--- src/rtl/i2c_reg_target.sv ---
// i2c_reg_target: I2C target exposing NUM_REGS byte registers behind a persistent register pointer
module i2c_reg_target #(
  parameter logic [6:0] ADDRESS     = 7'h4A,
  parameter int         NUM_REGS    = 4,
  parameter int         SYNC_STAGES = 2,
  parameter bit         AUTO_INC    = 1'b1
) (
  input  logic                        clk,
  input  logic                        reset,
  input  logic                        scl_i,
  output logic                        scl_o,
  input  logic                        sda_i,
  output logic                        sda_o,
  output logic [NUM_REGS*8-1:0]       regs_o,
  output logic                        wr_strobe,
  output logic [$clog2(NUM_REGS)-1:0] wr_index
);
  localparam int IW = $clog2(NUM_REGS);
  typedef enum logic [3:0] {IDLE, ADDR, ADDR_ACK, PTR, PTR_ACK, WR, WR_ACK, RD, RD_ACK, IGNORE} state_t;
  state_t r_state, w_state_n;
  logic [SYNC_STAGES-1:0] r_scl_sync, r_sda_sync;
  logic r_scl_d, r_sda_d;
  logic w_scl, w_sda, w_scl_rise, w_scl_fall, w_start, w_stop;
  logic [3:0] r_bitcnt, w_bitcnt_n;
  logic [7:0] r_shift, w_shift_n, w_byte, w_rd_byte;
  logic [IW-1:0] r_ptr, w_ptr_n, w_ptr_inc, w_ptr_adv;
  logic r_sda, w_sda_n, r_rw, w_rw_n, w_we, w_ptr_ok;
  logic [NUM_REGS-1:0][7:0] r_regs;
  logic r_wr_strobe;
  logic [IW-1:0] r_wr_index;

  assign w_scl      = r_scl_sync[SYNC_STAGES-1];
  assign w_sda      = r_sda_sync[SYNC_STAGES-1];
  assign w_scl_rise = w_scl & ~r_scl_d;
  assign w_scl_fall = ~w_scl & r_scl_d;
  assign w_start    = w_scl & r_scl_d & r_sda_d & ~w_sda;
  assign w_stop     = w_scl & r_scl_d & ~r_sda_d & w_sda;
  assign w_byte     = {r_shift[6:0], w_sda};
  assign w_rd_byte  = r_regs[r_ptr];
  assign w_ptr_inc  = (r_ptr == IW'(NUM_REGS - 1)) ? '0 : r_ptr + IW'(1);
  assign w_ptr_adv  = AUTO_INC ? w_ptr_inc : r_ptr;
  assign w_ptr_ok   = {24'd0, w_byte} < NUM_REGS;
  assign scl_o      = 1'b0;
  assign sda_o      = r_sda;
  assign regs_o     = r_regs;
  assign wr_strobe  = r_wr_strobe;
  assign wr_index   = r_wr_index;

  // Bring the bus lines into the clk domain; flops reset to the idle-high bus level
  always_ff @(posedge clk or negedge reset)
    if (!reset) begin
      r_scl_sync <= '1;
      r_sda_sync <= '1;
      r_scl_d    <= 1'b1;
      r_sda_d    <= 1'b1;
    end else begin
      r_scl_sync <= {r_scl_sync[SYNC_STAGES-2:0], scl_i};
      r_sda_sync <= {r_sda_sync[SYNC_STAGES-2:0], sda_i};
      r_scl_d    <= w_scl;
      r_sda_d    <= w_sda;
    end

  // Protocol state, bit counter, shift register, pointer and SDA drive
  always_ff @(posedge clk or negedge reset)
    if (!reset) begin
      r_state  <= IDLE;
      r_bitcnt <= '0;
      r_shift  <= '0;
      r_ptr    <= '0;
      r_sda    <= 1'b0;
      r_rw     <= 1'b0;
    end else begin
      r_state  <= w_state_n;
      r_bitcnt <= w_bitcnt_n;
      r_shift  <= w_shift_n;
      r_ptr    <= w_ptr_n;
      r_sda    <= w_sda_n;
      r_rw     <= w_rw_n;
    end

  // Register file write port with a one-clk strobe per written byte
  always_ff @(posedge clk or negedge reset)
    if (!reset) begin
      r_regs      <= '0;
      r_wr_strobe <= 1'b0;
      r_wr_index  <= '0;
    end else begin
      r_wr_strobe <= w_we;
      if (w_we) begin
        r_regs[r_ptr] <= w_byte;
        r_wr_index    <= r_ptr;
      end
    end

  // Next-state decode: bits sampled on SCL rise, SDA drive changed on SCL fall
  always_comb begin
    w_state_n  = r_state;
    w_bitcnt_n = r_bitcnt;
    w_shift_n  = r_shift;
    w_ptr_n    = r_ptr;
    w_sda_n    = r_sda;
    w_rw_n     = r_rw;
    w_we       = 1'b0;
    if (w_start) begin
      w_state_n  = ADDR;
      w_bitcnt_n = '0;
      w_sda_n    = 1'b0;
    end else if (w_stop) begin
      w_state_n = IDLE;
      w_sda_n   = 1'b0;
    end else begin
      case (r_state)
        ADDR, PTR, WR: if (w_scl_rise) begin
          w_shift_n  = w_byte;
          w_bitcnt_n = r_bitcnt + 4'd1;
          if (r_bitcnt == 4'd7) begin
            w_bitcnt_n = '0;
            if (r_state == ADDR) begin
              w_rw_n    = w_sda;
              w_state_n = (w_byte[7:1] == ADDRESS) ? ADDR_ACK : IGNORE;
            end else if (r_state == PTR) begin
              w_state_n = w_ptr_ok ? PTR_ACK : IGNORE;
              w_ptr_n   = w_ptr_ok ? w_byte[IW-1:0] : r_ptr;
            end else begin
              w_we      = 1'b1;
              w_ptr_n   = w_ptr_adv;
              w_state_n = WR_ACK;
            end
          end
        end
        ADDR_ACK, PTR_ACK, WR_ACK: if (w_scl_fall) begin
          w_sda_n = ~r_sda;
          if (r_sda) begin
            w_state_n = (r_state != ADDR_ACK) ? WR : (r_rw ? RD : PTR);
            if (r_state == ADDR_ACK && r_rw) begin
              w_shift_n = w_rd_byte;
              w_sda_n   = ~w_rd_byte[7];
            end
          end
        end
        RD: if (w_scl_rise) w_bitcnt_n = r_bitcnt + 4'd1;
        else if (w_scl_fall) begin
          if (r_bitcnt == 4'd8) begin
            w_state_n  = RD_ACK;
            w_sda_n    = 1'b0;
            w_bitcnt_n = '0;
          end else begin
            w_shift_n = {r_shift[6:0], 1'b0};
            w_sda_n   = ~r_shift[6];
          end
        end
        RD_ACK: if (w_scl_rise && r_bitcnt == 4'd0) begin
          w_state_n  = w_sda ? IGNORE : RD_ACK;
          w_ptr_n    = w_sda ? r_ptr : w_ptr_adv;
          w_bitcnt_n = 4'd1;
        end else if (w_scl_fall && r_bitcnt == 4'd1) begin
          w_state_n  = RD;
          w_bitcnt_n = '0;
          w_shift_n  = w_rd_byte;
          w_sda_n    = ~w_rd_byte[7];
        end
        default: ;
      endcase
    end
  end
endmodule

--- config.mk ---
export PLATFORM = sky130hd
export DESIGN_NAME = i2c_reg_target
export DESIGN_NICKNAME = d
export VERILOG_FILES = /design/src/rtl/i2c_reg_target.sv
export SDC_FILE = /design/constraint.sdc
export NUM_CORES = 1
export LEC_CHECK = 0
export CAP_MARGIN = 20
export CORE_UTILIZATION = 44
export DETAILED_ROUTE_END_ITERATION = 10
export PLACE_DENSITY = 0.65
export SLEW_MARGIN = 20
export SYNTH_ARGS = -nofsm -noshare
export SYNTH_HDL_FRONTEND = slang
export SYNTH_SLANG_ARGS = --single-unit
--- constraint.sdc ---
create_clock -name clk -period 2.6 [get_ports clk]
set_input_delay 0.78 -clock clk [delete_from_list [all_inputs] [get_ports clk]]
set_output_delay 0.78 -clock clk [all_outputs]
set_load 0.05 [all_outputs]
==> results.py <==
metrics = {
    "timing": {
        "tns_ps": 0,
        "maxSlewHeadroom": 0.5428,
        "fin_crit_sh": 0.9018,
        "fmax_ghz": 0.4265,
        "maxSlewViolCount": 0,
        "clock_skew_ps": 6.870,
        "rsz0062_at_grt": "no",
        "min_period_ps": 2345,
        "setup_viol": 0,
        "hold_violations": 0,
        "fin_hold_ws_ps": 348.9,
        "worstMarginPinSlew_ps": 677.3,
    },
    "clock_tree": {
        "ctsHoldBuffers": 0,
        "cts_max_level": 3,
        "root_buffer": "clkbuf_8",
        "path_clk_slew_ps": 70,
        "insertion_delay_ps": 340,
        "clock-sinks": 60,
        "cts_resized": 0,
        "cts_buffer_depth": 2,
        "numCtsBuffers": 9,
        "cts_tree": "yes",
        "post_cts_buffers": 0,
    },
    "global_routing": {
        "antenna_found_initial": 0,
        "grt_pass1_vias": 2487,
        "grt_max_degree": 61,
        "grt_usage": 0.2024,
        "grt.overflow.total": 0,
        "grt_pass1_wl_um": 12910,
    },
    "floorplan": {
        "ios": 41,
        "floorplan.die.height_um": 90.40,
        "core_mm2": 0.007408,
        "dieArea_mm2": 0.008172,
        "die_w_um": 90.40,
        "rows": 31,
        "initial_utilization": 0.4641,
    },
    "yosys": {
        "ys_ff_latch": 60,
        "async_flop_share": 1.000,
        "ys.flop_type": "dfrtp_1",
        "syn_nets": 300,
        "syn-mean-instance-area_um2": 12.02,
        "synth_seq_area_share": 0.4389,
        "synth_area_mm2": 0.003438,
        "synth_edf_count": 0,
        "ys.warnings.count": 0,
        "syn_inst": 286,
        "ys_types": 66,
    },
    "setup_path": {
        "critPathBufInv": 1,
        "worstPathCellList": "clkdlybuf4s50_1",
        "worstPathArrival_ps": 1560,
        "worstSetupPathType": "flip-flop to output pin",
        "cp.required_ps": 1820,
        "path_delay_family": "buffers and inverters",
        "r2r_slack_ps": 260,
        "start_kind": "flip-flop",
        "cp-end-kind": "output pin",
        "cp_slowest_cell": "clkdlybuf4s50_1",
        "crit_fanout": 5,
        "cpPeakStageDelay_ps": 820,
    },
    "placed_design": {
        "place_congestion": 0.9114,
        "dpl.cell_count": 419,
        "port_buffers": 39,
        "dp.final_hpwl_um": 5349,
    },
    "drt": {
        "vias": 2510,
        "dr.pass1.iters": 4,
        "drc": 0,
        "postRouteAntennaNets": 0,
        "wire_per_inst_um": 17.74,
        "drtIter0Drc": 197,
        "drt_wl_total_um": 7717,
        "via_per_inst": 5.770,
    },
    "power": {
        "powerDensity_mw_per_mm2": 893.8,
        "peakVddDrop_uv": 439.5,
        "power.leakage_nw": 1.929,
    },
    "layout": {
        "layout.nets": 345,
        "syn2layout_area_growth_pct": 22.34,
        "final_cells": 435,
        "mostFrequentLayoutCell": "dfrtp_1",
        "layout_common_cells": "dfrtp_1, mux2_2, clkdlybuf4s50_1",
        "n_antenna_cell": 0,
        "drive_gt1_frac": 0.3185,
    },
    "run_status": {
        "status": "completed",
    },
    "run": {
        "drv_cap": 0,
    },
    "hold_path": {
        "min_path_type": "flip-flop to flip-flop",
    },
}
## flip-flops by register name, indices dropped and copies added (netlist names), 2 cells and up
signal / count
r_bitcnt: 4
r_ptr: 2
r_scl_sync: 2
r_sda_sync: 2
r_shift: 7
r_state: 4
regs_o: 32
wr_index: 2
## worst paths after layout
path	cells after the start	end	from
worst max-delay path	1	sda_o	sda_o$_DFFE_PN0P_
worst min-delay path	0	r_scl_sync[1]$_DFF_PN1_	r_scl_sync[0]$_DFF_PN1_
worst max register to register	7	r_state[2]$_DFFE_PN0P_	r_scl_d$_DFF_PN1_
worst min register to register	0	r_scl_sync[1]$_DFF_PN1_	r_scl_sync[0]$_DFF_PN1_
max in group asynchronous	2	r_scl_d$_DFF_PN1_	reset
min in group asynchronous	2	wr_strobe$_DFF_PN0_	reset
## per-layer routing
| layer | up-vias | track usage | wire, um |
|---|---|---|---|
| met5 | - | 0 | 0 |
| met4 | 0 | 0.06586 | 85 |
| met3 | 8 | 0.05219 | 430 |
| met2 | 89 | 0.3187 | 3672 |
| met1 | 1257 | 0.2724 | 3528 |
| li1 | 1156 | - | - |
## synthesized netlist by cell type (3+ instances only)
cell      count  area (um^2)
nand2_1      10        37.54
mux2_2       49        551.8
or3_1         3        18.77
nor4_1        3        18.77
and3_1        3        18.77
nand4_1       3        18.77
o21ai_0      10        50.05
buf_2         5        25.02
mux2i_1       5        50.05
dfrtp_1      54         1351
o31ai_1       3        22.52
o22ai_1       3        18.77
nor3_1        6        30.03
inv_1        12        45.04
nand2b_1      5        31.28
mux4_2        8        180.2
ha_1         10        125.1
a21oi_1       9        45.04
nand2_4       4        45.04
a211o_1       4        35.03
dfstp_2       6        157.7
clkbuf_1      6        22.52
nor2_1        9        33.78
buf_4         3        22.52
nand3b_1      5        37.54
## layout make-up
| cell class | count | area, um^2 |
|---|---|---|
| fillers | 594 | 3202 |
| repair buffers | 50 | 480.5 |
| well taps | 99 | 123.9 |
| inverters | 12 | 45.04 |
| clock inverters | 6 | 111.4 |
| multi-input cells | 198 | 1799 |
| flip-flops and latches | 60 | 1509 |
| clock buffers | 10 | 137.6 |
## stage by stage
step                power [mW]  utilization  area [um^2]  worst slack [ps]
floorplan                2.348            -         3438             538.4
global placement         2.690       0.5342         3958             308.0
detailed placement       2.708       0.5342         3958             304.1
CTS                      3.775       0.5678         4207             229.5
global route             3.998       0.5678         4207             173.9
finish                   3.760       0.5678         4207             255.4
## cell families (layout without fill, tap and decap cells)
group	Yosys count	in the layout	synth area share
compound gates	51	51	0.1063
xor+xnor	2	2	0.005096
fa+ha+maj	10	10	0.03639
buf+inv	28	78	0.03784
flops	60	60	0.4389
mux	64	64	0.2362
other cells	1	1	0.001091
simple gates	70	70	0.1383
## power by group
group          leakage [nW]  total (mW)  switching, mW  internal, mW
Sequential            0.801        1.33          0.257          1.07
Clock                 0.122        1.05          0.390         0.663
Combinational          1.01        1.38          0.744         0.636
No activity file was read; power rests on OpenSTA's default activity.
